**config.mk**
```make
export PLATFORM = sky130hd
export DESIGN_NAME = alu_cmd_sequencer_flat
export DESIGN_NICKNAME = d
export VERILOG_FILES = /design/src/rtl/alu_pkg.sv /design/src/rtl/alu_cmd_sequencer_if.sv /design/src/rtl/alu_cmd_sequencer.sv /design/src/flat_wrapper.sv
export SDC_FILE = /design/constraint.sdc
export NUM_CORES = 1
export LEC_CHECK = 0
export ABC_AREA = 1
export BUFFER_PORTS_ARGS = -buffer_cell sky130_fd_sc_hd__buf_4
export CORE_AREA = 2 2 68 51
export DETAILED_ROUTE_END_ITERATION = 6
export DIE_AREA = 0 0 70 53
export PLACE_DENSITY_LB_ADDON = 0.15
export REMOVE_ABC_BUFFERS = 1
export SKIP_CTS_REPAIR_TIMING = 1
export SYNTH_ARGS = -nofsm -noshare
export SYNTH_HDL_FRONTEND = slang
export SYNTH_SLANG_ARGS = --single-unit
```
**constraint.sdc**
```tcl
create_clock -name clk -period 1.2 [get_ports clk]
set_clock_uncertainty 0.1 [all_clocks]
set_input_delay 0.06 -clock clk [delete_from_list [all_inputs] [get_ports clk]]
set_output_delay 0.06 -clock clk [all_outputs]
set_load 0.02 [all_outputs]
```
**src/rtl/alu_pkg.sv**
```systemverilog
// Shared constants and types for the ALU command sequencer and its companion ALU.
// Holds opcode values, the sequencer state encoding and the command byte-0 field layout.
package alu_pkg;

  localparam logic [2:0] OP_ADD = 3'b000;
  localparam logic [2:0] OP_SUB = 3'b001;
  localparam logic [2:0] OP_AND = 3'b010;
  localparam logic [2:0] OP_OR  = 3'b011;
  localparam logic [2:0] OP_XOR = 3'b100;
  localparam logic [2:0] OP_NOT = 3'b101;
  localparam logic [2:0] OP_SHL = 3'b110;
  localparam logic [2:0] OP_SHR = 3'b111;

  // Byte 0: [7:5]=sel, [4]=use_acc, [3:0]=A.  Byte 1: [3:0]=B.
  localparam int SEL_LSB     = 5;
  localparam int USE_ACC_BIT = 4;
  localparam int A_LSB       = 0;
  localparam int B_LSB       = 0;

  typedef enum logic [1:0] {
    IDLE   = 2'd0,
    WAIT_B = 2'd1,
    EXEC   = 2'd2,
    HOLD   = 2'd3
  } state_t;

endpackage

```
**src/rtl/alu_cmd_sequencer_if.sv**
```systemverilog
// Command-in / result-out handshake bundle between a host and the ALU command sequencer.
// The host uses the master modport, the sequencer the slave modport.
interface alu_cmd_sequencer_if #(
  parameter int WIDTH = 4
);
  logic             in_valid;
  logic [7:0]       in_data;
  logic             in_ready;
  logic             out_valid;
  logic [WIDTH+1:0] out_data;
  logic             out_ready;

  modport master (
    output in_valid, in_data, out_ready,
    input  in_ready, out_valid, out_data
  );

  modport slave (
    input  in_valid, in_data, out_ready,
    output in_ready, out_valid, out_data
  );
endinterface

```
**src/rtl/alu_cmd_sequencer.sv**
```systemverilog
// Two-byte command front end and result back end for the combinational ALU.
// Latches opcode/operands, samples the ALU after one stable cycle, holds the result until taken.
module alu_cmd_sequencer
  import alu_pkg::*;
#(
  parameter int WIDTH = 4,
  parameter int SEL_W = 3,
  parameter int CNT_W = 8
) (
  input  logic                 clk,
  input  logic                 rst_n,
  alu_cmd_sequencer_if.slave   bus,
  output logic [WIDTH-1:0]     alu_a,
  output logic [WIDTH-1:0]     alu_b,
  output logic [SEL_W-1:0]     alu_sel,
  input  logic [WIDTH-1:0]     alu_y,
  input  logic                 alu_zero,
  input  logic                 alu_carry,
  output logic [WIDTH-1:0]     acc,
  output logic [CNT_W-1:0]     op_count
);

  state_t           r_state;
  state_t           w_next_state;
  logic             w_in_ready;
  logic             w_xfer;
  logic [WIDTH-1:0] r_alu_a;
  logic [WIDTH-1:0] r_alu_b;
  logic [SEL_W-1:0] r_alu_sel;
  logic [WIDTH+1:0] r_out_data;
  logic             r_out_valid;
  logic [WIDTH-1:0] r_acc;
  logic [CNT_W-1:0] r_op_count;

  // State register
  always_ff @(posedge clk or negedge rst_n) begin
    if (!rst_n) begin
      r_state <= IDLE;
    end else begin
      r_state <= w_next_state;
    end
  end

  // Next-state and input-ready decode
  always_comb begin
    w_next_state = r_state;
    w_in_ready   = 1'b0;
    case (r_state)
      IDLE: begin
        w_in_ready = 1'b1;
        if (bus.in_valid) w_next_state = WAIT_B;
        else              w_next_state = IDLE;
      end
      WAIT_B: begin
        w_in_ready = 1'b1;
        if (bus.in_valid) w_next_state = EXEC;
        else              w_next_state = WAIT_B;
      end
      EXEC: begin
        w_next_state = HOLD;
      end
      HOLD: begin
        if (bus.out_ready) w_next_state = IDLE;
        else               w_next_state = HOLD;
      end
      default: begin
        w_next_state = IDLE;
      end
    endcase
  end

  assign w_xfer = bus.in_valid && w_in_ready;

  // Operand capture, result capture and bookkeeping
  always_ff @(posedge clk or negedge rst_n) begin
    if (!rst_n) begin
      r_alu_a     <= '0;
      r_alu_b     <= '0;
      r_alu_sel   <= '0;
      r_out_data  <= '0;
      r_out_valid <= 1'b0;
      r_acc       <= '0;
      r_op_count  <= '0;
    end else begin
      case (r_state)
        IDLE: begin
          if (w_xfer) begin
            r_alu_sel <= bus.in_data[SEL_LSB +: SEL_W];
            r_alu_a   <= bus.in_data[USE_ACC_BIT] ? r_acc : bus.in_data[A_LSB +: WIDTH];
          end
        end
        WAIT_B: begin
          if (w_xfer) begin
            r_alu_b <= bus.in_data[B_LSB +: WIDTH];
          end
        end
        EXEC: begin
          // ALU inputs have been stable from registers for this whole cycle.
          r_out_data  <= {alu_carry, alu_zero, alu_y};
          r_acc       <= alu_y;
          r_op_count  <= r_op_count + CNT_W'(1);
          r_out_valid <= 1'b1;
        end
        HOLD: begin
          if (bus.out_ready) r_out_valid <= 1'b0;
        end
        default: begin
          r_out_valid <= 1'b0;
        end
      endcase
    end
  end

  assign bus.in_ready  = w_in_ready;
  assign bus.out_valid = r_out_valid;
  assign bus.out_data  = r_out_data;
  assign alu_a         = r_alu_a;
  assign alu_b         = r_alu_b;
  assign alu_sel       = r_alu_sel;
  assign acc           = r_acc;
  assign op_count      = r_op_count;

endmodule

```
**src/flat_wrapper.sv**
```systemverilog
// flat-port wrapper written by rule: the top's interface ports become plain ports
module alu_cmd_sequencer_flat import alu_pkg::*;
#(
  parameter int WIDTH = 4,
  parameter int SEL_W = 3,
  parameter int CNT_W = 8
)
  (clk, rst_n, alu_a, alu_b, alu_sel, alu_y, alu_zero, alu_carry, acc, op_count, bus_in_valid, bus_in_data, bus_out_ready, bus_in_ready, bus_out_valid, bus_out_data);
  alu_cmd_sequencer_if #(.WIDTH(WIDTH)) bus_i ();
  input  logic clk;
  input  logic rst_n;
  output logic [WIDTH-1:0] alu_a;
  output logic [WIDTH-1:0] alu_b;
  output logic [SEL_W-1:0] alu_sel;
  input  logic [WIDTH-1:0] alu_y;
  input  logic alu_zero;
  input  logic alu_carry;
  output logic [WIDTH-1:0] acc;
  output logic [CNT_W-1:0] op_count;
  input wire logic [$bits(bus_i.in_valid)-1:0] bus_in_valid;
  input wire logic [$bits(bus_i.in_data)-1:0] bus_in_data;
  input wire logic [$bits(bus_i.out_ready)-1:0] bus_out_ready;
  output wire logic [$bits(bus_i.in_ready)-1:0] bus_in_ready;
  output wire logic [$bits(bus_i.out_valid)-1:0] bus_out_valid;
  output wire logic [$bits(bus_i.out_data)-1:0] bus_out_data;
  assign bus_i.in_valid = bus_in_valid;
  assign bus_i.in_data = bus_in_data;
  assign bus_i.out_ready = bus_out_ready;
  assign bus_in_ready = bus_i.in_ready;
  assign bus_out_valid = bus_i.out_valid;
  assign bus_out_data = bus_i.out_data;
  alu_cmd_sequencer #(.WIDTH(WIDTH), .SEL_W(SEL_W), .CNT_W(CNT_W)) u_core (.clk(clk), .rst_n(rst_n), .bus(bus_i), .alu_a(alu_a), .alu_b(alu_b), .alu_sel(alu_sel), .alu_y(alu_y), .alu_zero(alu_zero), .alu_carry(alu_carry), .acc(acc), .op_count(op_count));
endmodule
```
# Word-level counts from Yosys, hierarchy flattened
# Cells that the tools add are included.
totals:
  output_inout_bits: 31
  inputBits: 18
  elab_cells: 28
  ff_bits: 32
op_classes:
  n_addsub: 1
  n_eq_ne: 4
  n_reduce_logical: 7
  n_mux: 8
ops:
  columns: ["cell", "n"]
  rows:
  - ["8-bit by 1-bit adder with 8-bit output, second input constant", 1]
  - ["2-bit case mux with 4 select lines", 1]
  - ["2-bit AND reduction", 3]
  - ["2-bit equality test, second input constant", 2]
  - ["2-bit 2-to-1 mux", 2]
  - ["4-bit 2-to-1 mux", 1]
  - ["1-bit 2-to-1 mux", 3]
  - ["2-bit by 1-bit equality test with 1-bit output, second input constant", 1]
  - ["2-bit zero test", 1]
  - ["2-bit != test, second input constant", 1]
  - ["1-bit case mux with 2 select lines", 1]
  - ["2-bit nonzero test", 1]
  - ["2-bit OR reduction", 1]
  - ["1-bit logical AND", 1]

# Depth between registers and ports, before layout
# Gate-level depths: netlist of the first run.
logic_depth:
  ltp_word: 5
  mapped_depth: 7
  depth_no_buf: 7

# Least setup slack after synthesis of the first run
# OpenSTA, ideal clock, no wires.
synth_path:
  path_type: "register to register"
  from: "register u_core.r_op_count[0], in the netlist u_core.op_count[0]"
  to: "register u_core.r_op_count[6], in the netlist u_core.op_count[6]"
  required_time_ns: 0.987
  path_stages_with_launch: 7
  n_path_buf: 0
  synth_period_minus_slack_ns: 1.298
  setup_time_ns: 0.113
  arrival_ns: 1.085
  slack_ns: -0.098
  path_cell_list: "dfrtp_1 ha_1 nand3_2 nor2_4 nand3_1 nand2_1 inv_1"
synth_between:
  elab_chain_cells: 1
synth_lines:
  columns: ["item", "line", "text"]
  rows:
  - ["from (decl)", "alu_cmd_sequencer.sv:33", "logic [CNT_W-1:0] r_op_count;"]
  - ["from (signal assigned)", "alu_cmd_sequencer.sv:101", "r_op_count <= r_op_count + CNT_W'(1);"]
  - ["8-bit by 1-bit adder with 8-bit output", "alu_cmd_sequencer.sv:101", null]
# Every way passes these cells.
# A chain may end at the register's enable or synchronous reset.

# Final worst setup path of the first run
layout_path:
  from: "register u_core.r_state[1]"
  to: "output bus_in_ready"
layout_between:
  elab_chain_cells: 3
  word_cells_on_any_way: 4
  classes_between: "eq/ne: 1; mux: 1; reduce/logical: 2"
layout_lines:
  columns: ["item", "line", "text"]
  rows:
  - ["from (decl)", "alu_cmd_sequencer.sv:23", "state_t r_state;"]
  - ["from (signal assigned)", "alu_cmd_sequencer.sv:40", "r_state <= w_next_state;"]
  - ["2-bit by 1-bit equality test with 1-bit output / 2-bit zero test (equally long branches)", "alu_cmd_sequencer.sv:48", "case (r_state)"]
  - ["2-bit OR reduction (no line) *", null, null]
  - ["1-bit 2-to-1 mux *", "alu_cmd_sequencer.sv:48", null]
  - ["to (decl)", "flat_wrapper.sv:23", "output wire logic [$bits(bus_i.in_ready)-1:0] bus_in_ready;"]
# Mark *: on every way between the ends. The rest lies on a longest branch, timed or not.

==> results of run 1 <==
## logic make-up (layout without fill, tap and decap cells)
kind of cell | Yosys count | in the layout | share of synthesized area
multiplexers | 7 | 7 | 0.0631
flip-flops | 28 | 28 | 0.561
XOR/XNOR | 4 | 4 | 0.0281
AO/OA/AOI/OAI | 10 | 10 | 0.0401
AND/OR/NAND/NOR | 58 | 58 | 0.222
adder cells (fa/ha/maj) | 1 | 1 | 0.0100
buffers and inverters | 21 | 92 | 0.0752
## power by group through the flow
stage          clock (W)  combinational, W  sequential [W]
3_5_place_dp           0           0.00241         0.00177
3_3_place_gp           0           0.00238         0.00174
6_report        0.000499           0.00285         0.00173
4_1_cts         0.000516           0.00241         0.00175
2_1_floorplan          0          0.000738         0.00227
5_1_grt         0.000554           0.00306         0.00180
## final cells by class
class                      count  area share
sequential                    28       0.359
multi-input combinational     80       0.263
clock buffer                   3      0.0211
tap                           38      0.0243
inverter                      17      0.0339
timing repair buffer          72       0.298
## synthesized netlist by cell type, drive strengths merged
master / instances
buf: 4
inv: 17
nand3: 8
dfrtp: 28
o21ai: 10
nor2: 3
nand2: 46
xnor2: 2
xor2: 2
ha: 1
nor3: 1
mux2: 7
## flip-flops by register name (all words and copies together), names as in the netlist
signal / cells
u_core.acc: 3
u_core.alu_sel: 3
u_core.r_state: 2
u_core.bus.out_valid: 1
u_core.bus.out_data: 3
u_core.alu_a: 4
u_core.op_count: 8
u_core.alu_b: 4
## per-stage QoR
stage	utilization	setup slack [ns]	hold slack (ns)
6_report	0.647	-0.0305	-0.0243
5_1_grt	0.647	-0.0986	0.0138
4_1_cts	0.570	-0.250	-0.399
3_5_place_dp	0.556	-0.0625	-0.0936
3_3_place_gp	0.556	-0.0205	-0.102
2_1_floorplan	-	-0.0980	-0.336
## worst max-delay path: cells and delay by family, from the launching register on
kind / cells / cell delay (ns)
buffers and inverters: 3 / 0.34
flip-flops: 1 / 0.45
## metal layers
| metal | up-vias | GRT usage |
|---|---|---|
| met2 | 31 | 0.270 |
| li1 | 538 | - |
| met4 | 0 | 0.0288 |
| met3 | 0 | 0.0552 |
| met5 | - | 0 |
| met1 | 516 | 0.205 |
## worst paths after layout
path,from,endpoint,slack (ns),cells past startpoint
min in group asynchronous,rst_n,u_core.acc[1]$_DFFE_PN0P_,0.13,2
max reg2reg,u_core.r_state[1]$_DFF_PN0_,u_core.alu_a[0]$_DFFE_PN0P_,-0.03,5
max,u_core.r_state[1]$_DFF_PN0_,bus_in_ready,-0.03,3
min,bus_in_data[2],u_core.alu_b[2]$_DFFE_PN0P_,-0.02,3
min reg2reg,u_core.alu_a[1]$_DFFE_PN0P_,u_core.alu_a[1]$_DFFE_PN0P_,0.38,2
max in group asynchronous,rst_n,u_core.r_state[1]$_DFF_PN0_,0.58,2
==> out/qor.csv, run 1 <==
stage,metric,value,unit
outcome,outcome,"complete, but fails checks",
outcome,violations,"hold timing, setup timing",
drt,wl_met1,1310,µm
drt,detail_route.wirelength,2950,µm
yosys,yosys.area.top_type,dfrtp_1,
critical_path,crit_chain,"inv_2, buf_4, buf_4",
sta,rsz0062_at_grt,true,
place,dpl.cell_count,218,
cells_and_area,antenna_cells,0,
sta,final.setup.tns,-0.347,ns
drt,route.met3.wl,152,µm
power_and_ir_drop,p_clk_frac,0.098,
power_and_ir_drop,cellLeakagePower,1.05,nW
sta,maxSlewViolCount,0,
worst_hold_path,hold_class,in -> reg,
power_and_ir_drop,powerDensity,2600,nW/µm²
cts,cts_buffers,3,
cells_and_area,final_area,1950,µm²
sta,setup_slack,-0.0305,ns
drt,wl_met2,1490,µm
sta,finalSetupViolCount,16,
grt,grt_max_degree,29,
drt,initialDrtViolationCount,64,
yosys,synth.distinct_cells,15,
sta,finalHoldViolCount,2,
cells_and_area,nNetsFinal,221,
cts,htreeDepth,1,
place,dp_hpwl,2050,µm
power_and_ir_drop,swShare,0.412,
flow_run,cap_violations,0,
cells_and_area,areaGrowthSynthToFinish,56.5,%
sta,maxSlewHeadroom,0.747,
cells_and_area,mostFrequentLayoutCells,"buf_4, nand2_1, dfrtp_1",
drt,drc,0,
power_and_ir_drop,seq_power_share,0.341,
sta,post-route-period-util,1.03,
cells_and_area,final_common_cell,buf_4,
place,port_buffers,48,
critical_path,worstPathArrival,1.07,ns
cts,clk_pin_slew,0.09,ns
cts,cts_max_path_buffers,2,
grt,antenna_found_initial,0,
cells_and_area,multi_input_area,514,µm²
power_and_ir_drop,power.total,0.00509,W
yosys,synth_area,1250,µm²
power_and_ir_drop,intPower,0.00299,W
die,start_util,0.413,
grt,grt_pass1_vias,1024,
critical_path,max_stage_delay,0.45,ns
grt,grt_pass1_wl,4550,µm
critical_path,cp-end-kind,output pin,
grt,grt_overflow,0,
critical_path,crit_required,1.04,ns
sta,worst_slew_pin_slew,0.376,ns
die,die_h,53,µm
drt,dr.max_layer_used,met3,
power_and_ir_drop,ir_drop,1.54,mV
cells_and_area,regArea,702,µm²
drt,viasPerCell,4.56,
yosys,synthDominantCellAreaShare,0.561,
power_and_ir_drop,pwr-share-comb,0.561,
place,placed_area,1680,µm²
critical_path,crit_top_cell,buf_4,
yosys,ys_ff_latch,28,
cts,root_buffer,clkbuf_8,
drt,num_vias,1085,
critical_path,crit_fanout,4,
critical_path,crit_type,reg -> out,
drt,drt-pass1-iter-count,4,
yosys,syn_avg_cell_area,9.68,µm²
cts,cts_tree,built,
die,fp-row-count,17,
cells_and_area,drive_above_1_share,0.415,
cells_and_area,n_fill_cell,262,
sta,period_minus_slack,1.23,ns
power_and_ir_drop,p_sw,0.00210,W
sta,max_freq,0.813,GHz
die,die_w,70,µm
critical_path,crit_path_top_delay_cell,dfrtp_2,
die,dieArea,3710,µm²
sta,whs,-0.0243,ns
grt,track_usage,0.160,
die,core_area,3020,µm²
yosys,yosysWarnings,0,
critical_path,start_kind,flip-flop,
die,ios,49,
drt,wl_per_cell,12.4,µm
yosys,synth_area_leaders,"dfrtp_1, nand2_1, mux2_2",
cts,clkSinkCount,28,
yosys,syn-instance-count,129,
drt,ant_nets,0,
place,gp_congestion,0.752,
yosys,yosysSeqAreaShare,0.561,
cts,worstSkewPairLatency,0.27,ns
cells_and_area,fin_cells,238,
No activity file was read; power rests on OpenSTA's default activity.
==> run 2, diff against run 1 <==
--- a/config.mk
+++ b/config.mk
@@ -11,6 +11,7 @@
 export DETAILED_ROUTE_END_ITERATION = 6
 export DIE_AREA = 0 0 70 53
 export PLACE_DENSITY_LB_ADDON = 0.15
+export RECOVER_POWER = 100
 export REMOVE_ABC_BUFFERS = 1
 export SKIP_CTS_REPAIR_TIMING = 1
 export SYNTH_ARGS = -nofsm -noshare
==> out/qor.csv, run 2 (synthesis results as in run 1) <==
stage,metric,value,unit
place,dp_hpwl,2050,µm
critical_path,start_kind,flip-flop,
sta,finalSetupViolCount,16,
cts,cts_buffers,3,
cts,worstSkewPairLatency,0.27,ns
place,pre_cts_ws,-0.0625,ns
sta,maxSlewHeadroom,0.540,
die,die_h,53,µm
place,gp_congestion,0.752,
cts,clkSinkCount,28,
die,start_util,0.413,
cts,cts_max_path_buffers,2,
power_and_ir_drop,seq_power_share,0.362,
grt,grt_pass1_wl,4550,µm
critical_path,cpLargestDelayFamily,flip-flops,
critical_path,crit_path_top_delay_cell,dfrtp_2,
critical_path,max_stage_delay,0.45,ns
die,ios,49,
critical_path,cp-end-kind,output pin,
sta,maxSlewViolCount,0,
place,dpl.cell_count,218,
cells_and_area,final_common_cell,nand2_1,
drt,drc,0,
power_and_ir_drop,p_clk_frac,0.105,
die,fp-row-count,17,
cells_and_area,antenna_cells,0,
sta,setup_slack,-0.0319,ns
cells_and_area,mostFrequentLayoutCells,"nand2_1, buf_4, dfrtp_1",
die,core_area,3020,µm²
grt,grt_pass1_vias,1024,
power_and_ir_drop,p_sw,0.00209,W
sta,whs,-0.0266,ns
place,port_buffers,48,
flow_run,cap_violations,0,
grt,track_usage,0.160,
critical_path,crit_chain,"inv_2, buf_4, buf_4",
cts,root_buffer,clkbuf_8,
sta,period_minus_slack,1.23,ns
critical_path,critical_path_buf_inv_count,3,
drt,dr.max_layer_used,met3,
cells_and_area,largest_reg_flops,8,
drt,route.met3.wl,154,µm
die,die_w,70,µm
critical_path,crit_fanout,4,
power_and_ir_drop,intPower,0.00267,W
outcome,outcome,"complete, but fails checks",
cts,clk_pin_slew,0.09,ns
cells_and_area,nNetsFinal,221,
drt,wl_met2,1480,µm
drt,viasPerCell,4.59,
cells_and_area,areaGrowthSynthToFinish,48.4,%
power_and_ir_drop,powerDensity,2570,nW/µm²
worst_hold_path,hold_class,in -> reg,
grt,antenna_found_initial,0,
cells_and_area,drive_above_1_share,0.300,
critical_path,worstPathArrival,1.07,ns
power_and_ir_drop,pwr-share-comb,0.533,
sta,rsz0062_at_grt,true,
power_and_ir_drop,cellLeakagePower,0.962,nW
cells_and_area,fin_cells,238,
sta,finalHoldViolCount,2,
drt,drt-pass1-iter-count,4,
power_and_ir_drop,power.total,0.00476,W
critical_path,r2r_slack,-0.03,ns
sta,post-route-period-util,1.03,
power_and_ir_drop,swShare,0.439,
critical_path,crit_required,1.04,ns
drt,detail_route.wirelength,2950,µm
critical_path,crit_type,reg -> out,
cts,cts_tree,built,
cells_and_area,n_fill_cell,300,
grt,grt_overflow,0,
drt,wl_per_cell,12.4,µm
sta,worst_slew_pin_slew,0.691,ns
power_and_ir_drop,ir_drop,1.31,mV
drt,wl_met1,1310,µm
grt,grt_max_degree,29,
drt,ant_nets,0,
critical_path,crit_top_cell,buf_4,
outcome,violations,"hold timing, setup timing",
die,dieArea,3710,µm²
drt,num_vias,1093,
cts,htreeDepth,1,
sta,max_freq,0.812,GHz
drt,initialDrtViolationCount,73,
==> run 2: cell type report <==
cell class                 instances  area [µm²]  area share
tap                               38        47.5      0.0257
sequential                        28         702       0.379
clock buffer                       3        41.3      0.0223
timing repair buffer              72         482       0.260
inverter                          17        66.3      0.0358
multi-input combinational         80         514       0.278
==> run 2: final timing paths <==
check | start | end | cells after the start
max in group asynchronous | rst_n | u_core.r_state[1]$_DFF_PN0_ | 2
min in group asynchronous | rst_n | u_core.acc[1]$_DFFE_PN0P_ | 2
setup / recovery | u_core.r_state[1]$_DFF_PN0_ | bus_in_ready | 3
hold reg to reg | u_core.alu_sel[1]$_DFFE_PN0P_ | u_core.alu_sel[1]$_DFFE_PN0P_ | 2
setup reg to reg | u_core.r_state[1]$_DFF_PN0_ | u_core.alu_a[0]$_DFFE_PN0P_ | 5
hold / removal | bus_in_data[2] | u_core.alu_b[2]$_DFFE_PN0P_ | 3
==> run 2: worst register-to-register path, delay by kind of cell (launching register included) <==
kind	cells	cell delay, ns
DFF	1	0.45
buffers and inverters	2	0.32
and+or+nand+nor	3	0.30
==> run 2: metrics by stage <==
stage	area, µm²	setup TNS, ns	utilization
6_report	1850	-0.333	0.614
5_1_grt	1850	-1.24	0.614
4_1_cts	1720	-1.15	0.570
3_5_place_dp	1680	-0.634	0.556
3_3_place_gp	1680	-0.118	0.556
2_1_floorplan	1220	-0.691	-
==> run 2: power groups by stage <==
stage | combinational (W) | sequential (W) | clock [W]
4_1_cts | 0.00241 | 0.00175 | 0.000516
3_5_place_dp | 0.00241 | 0.00177 | 0
5_1_grt | 0.00274 | 0.00179 | 0.000554
6_report | 0.00254 | 0.00172 | 0.000500
2_1_floorplan | 0.000738 | 0.00227 | 0
3_3_place_gp | 0.00238 | 0.00174 | 0
==> run 2: routing by layer <==
metal | GRT usage | vias up
met1 | 0.205 | 524
met2 | 0.270 | 31
met5 | 0 | -
met3 | 0.0552 | 0
li1 | - | 538
met4 | 0.0288 | 0
==> run 3, diff against run 2 <==
--- a/config.mk
+++ b/config.mk
@@ -10,9 +10,9 @@
 export CORE_AREA = 2 2 68 51
 export DETAILED_ROUTE_END_ITERATION = 6
 export DIE_AREA = 0 0 70 53
+export HOLD_SLACK_MARGIN = 0.08
 export PLACE_DENSITY_LB_ADDON = 0.15
 export RECOVER_POWER = 100
-export REMOVE_ABC_BUFFERS = 1
 export SKIP_CTS_REPAIR_TIMING = 1
 export SYNTH_ARGS = -nofsm -noshare
 export SYNTH_HDL_FRONTEND = slang
==> out/qor.csv, run 3 (synthesis results as in run 1) <==
stage,metric,value,unit
cts,cts_buffers,3,
drt,dr.max_layer_used,met4,
sta,maxSlewHeadroom,0.550,
critical_path,cp-end-kind,flip-flop,
cts,clk_pin_slew,0.09,ns
cells_and_area,final_common_cell,nand2_1,
die,fp-row-count,17,
cells_and_area,fin_cells,243,
drt,viasPerCell,4.51,
place,dpl.cell_count,216,
cts,cts_max_path_buffers,2,
cells_and_area,areaGrowthSynthToFinish,54.1,%
sta,rsz0062_at_grt,true,
drt,detail_route.wirelength,2870,µm
sta,maxSlewViolCount,0,
drt,initialDrtViolationCount,46,
cells_and_area,drive_above_1_share,0.361,
die,core_area,3020,µm²
drt,route.met3.wl,172,µm
outcome,violations,setup timing,
critical_path,crit_required,1.30,ns
cts,htreeDepth,1,
die,dieArea,3710,µm²
grt,grt_max_degree,29,
place,port_buffers,48,
sta,max_freq,0.810,GHz
cells_and_area,regArea,706,µm²
cts,root_buffer,clkbuf_8,
grt,track_usage,0.157,
outcome,outcome,"complete, but fails checks",
cells_and_area,n_fill_cell,276,
yosys,syn_nets,148,
power_and_ir_drop,cellLeakagePower,0.985,nW
place,gp_congestion,0.732,
drt,wl_met2,1370,µm
sta,finalSetupViolCount,4,
worst_hold_path,hold_depth,5,
critical_path,r2r_cells,5,
power_and_ir_drop,powerDensity,2490,nW/µm²
critical_path,worstPathArrival,1.33,ns
power_and_ir_drop,power.total,0.00480,W
grt,antenna_found_initial,0,
drt,ant_nets,0,
sta,worst_slew_pin_slew,0.675,ns
cells_and_area,mostFrequentLayoutCells,"nand2_1, buf_4, dfrtp_1",
critical_path,crit_fanout,5,
die,die_w,70,µm
cells_and_area,final_util,0.637,
grt,grt_pass1_wl,4510,µm
cells_and_area,nNetsFinal,225,
sta,whs,0.213,ns
sta,period_minus_slack,1.23,ns
worst_hold_path,hold_class,in -> reg,
drt,wl_met1,1320,µm
cts,cts_tree,built,
place,dp_hpwl,2030,µm
cells_and_area,multi_input_area,514,µm²
cells_and_area,antenna_cells,0,
sta,post-route-period-util,1.03,
grt,grt_overflow,0,
die,ios,49,
critical_path,crit_type,reg -> reg,
die,start_util,0.413,
die,die_h,53,µm
drt,drc,0,
flow_run,cap_violations,0,
drt,num_vias,1097,
sta,final.setup.tns,-0.0430,ns
cts,worstSkewPairLatency,0.27,ns
cts,clkSinkCount,28,
sta,finalHoldViolCount,0,
sta,setup_slack,-0.0339,ns
critical_path,start_kind,flip-flop,
drt,wl_per_cell,11.8,µm
power_and_ir_drop,ir_drop,1.36,mV
drt,drt-pass1-iter-count,3,
cells_and_area,largest_reg_flops,8,
grt,grt_pass1_vias,1039,
[run 3: cell types whose count changed in the layout (fill, tap and decap cells not counted), sizes merged]
cell,previous run,this run
dlygate4sd3,12,18
clkbuf,32,27
nand2,46,47
buf,31,34
[run 3: final timing paths]
check,start,to,slack (ns)
max,u_core.r_state[0]$_DFF_PN0_,u_core.op_count[3]$_DFFE_PN0P_,-0.03
min,bus_in_valid,u_core.r_state[0]$_DFF_PN0_,0.21
max reg2reg,u_core.r_state[0]$_DFF_PN0_,u_core.op_count[3]$_DFFE_PN0P_,-0.03
min reg2reg,u_core.alu_a[0]$_DFFE_PN0P_,u_core.alu_a[0]$_DFFE_PN0P_,0.38
max in group asynchronous,rst_n,u_core.r_state[0]$_DFF_PN0_,0.26
min in group asynchronous,rst_n,u_core.alu_b[0]$_DFFE_PN0P_,0.26
[run 3: final cells by class]
type	instances	area share
Clock buffer	4	0.0286
Inverter	17	0.0358
Timing Repair Buffer	75	0.277
Tap cell	38	0.0247
Sequential cell	28	0.367
Multi-Input combinational cell	81	0.267
[run 3: per-layer routing]
metal  up-vias  track usage
li1        553            -
met1       509        0.173
met2        33        0.295
met3         2       0.0533
met4         0       0.0385
met5         -            0
[run 3: per-stage QoR]
| stage | setup slack, ns | cell area (µm²) |
|---|---|---|
| 3_3_place_gp | -0.0201 | 1670 |
| 6_report | -0.0339 | 1920 |
| 4_1_cts | -0.0802 | 1720 |
| 2_1_floorplan | -0.0146 | 1250 |
| 5_1_grt | -0.103 | 1920 |
| 3_5_place_dp | -0.0505 | 1670 |
[run 3: power by group]
group / leakage [nW] / internal (W) / switching [W]
Combinational: 0.614 / 0.00105 / 0.00138
Clock: 0.0288 / 0.000294 / 0.000285
Sequential: 0.342 / 0.00138 / 0.000410
[run 3: critical path, stage by stage (launching register included)]
cell,delay [ns]
dfrtp_2,0.46
inv_4,0.11
nand3_2,0.08
nor2_4,0.14
buf_4,0.13
xor2_1,0.14
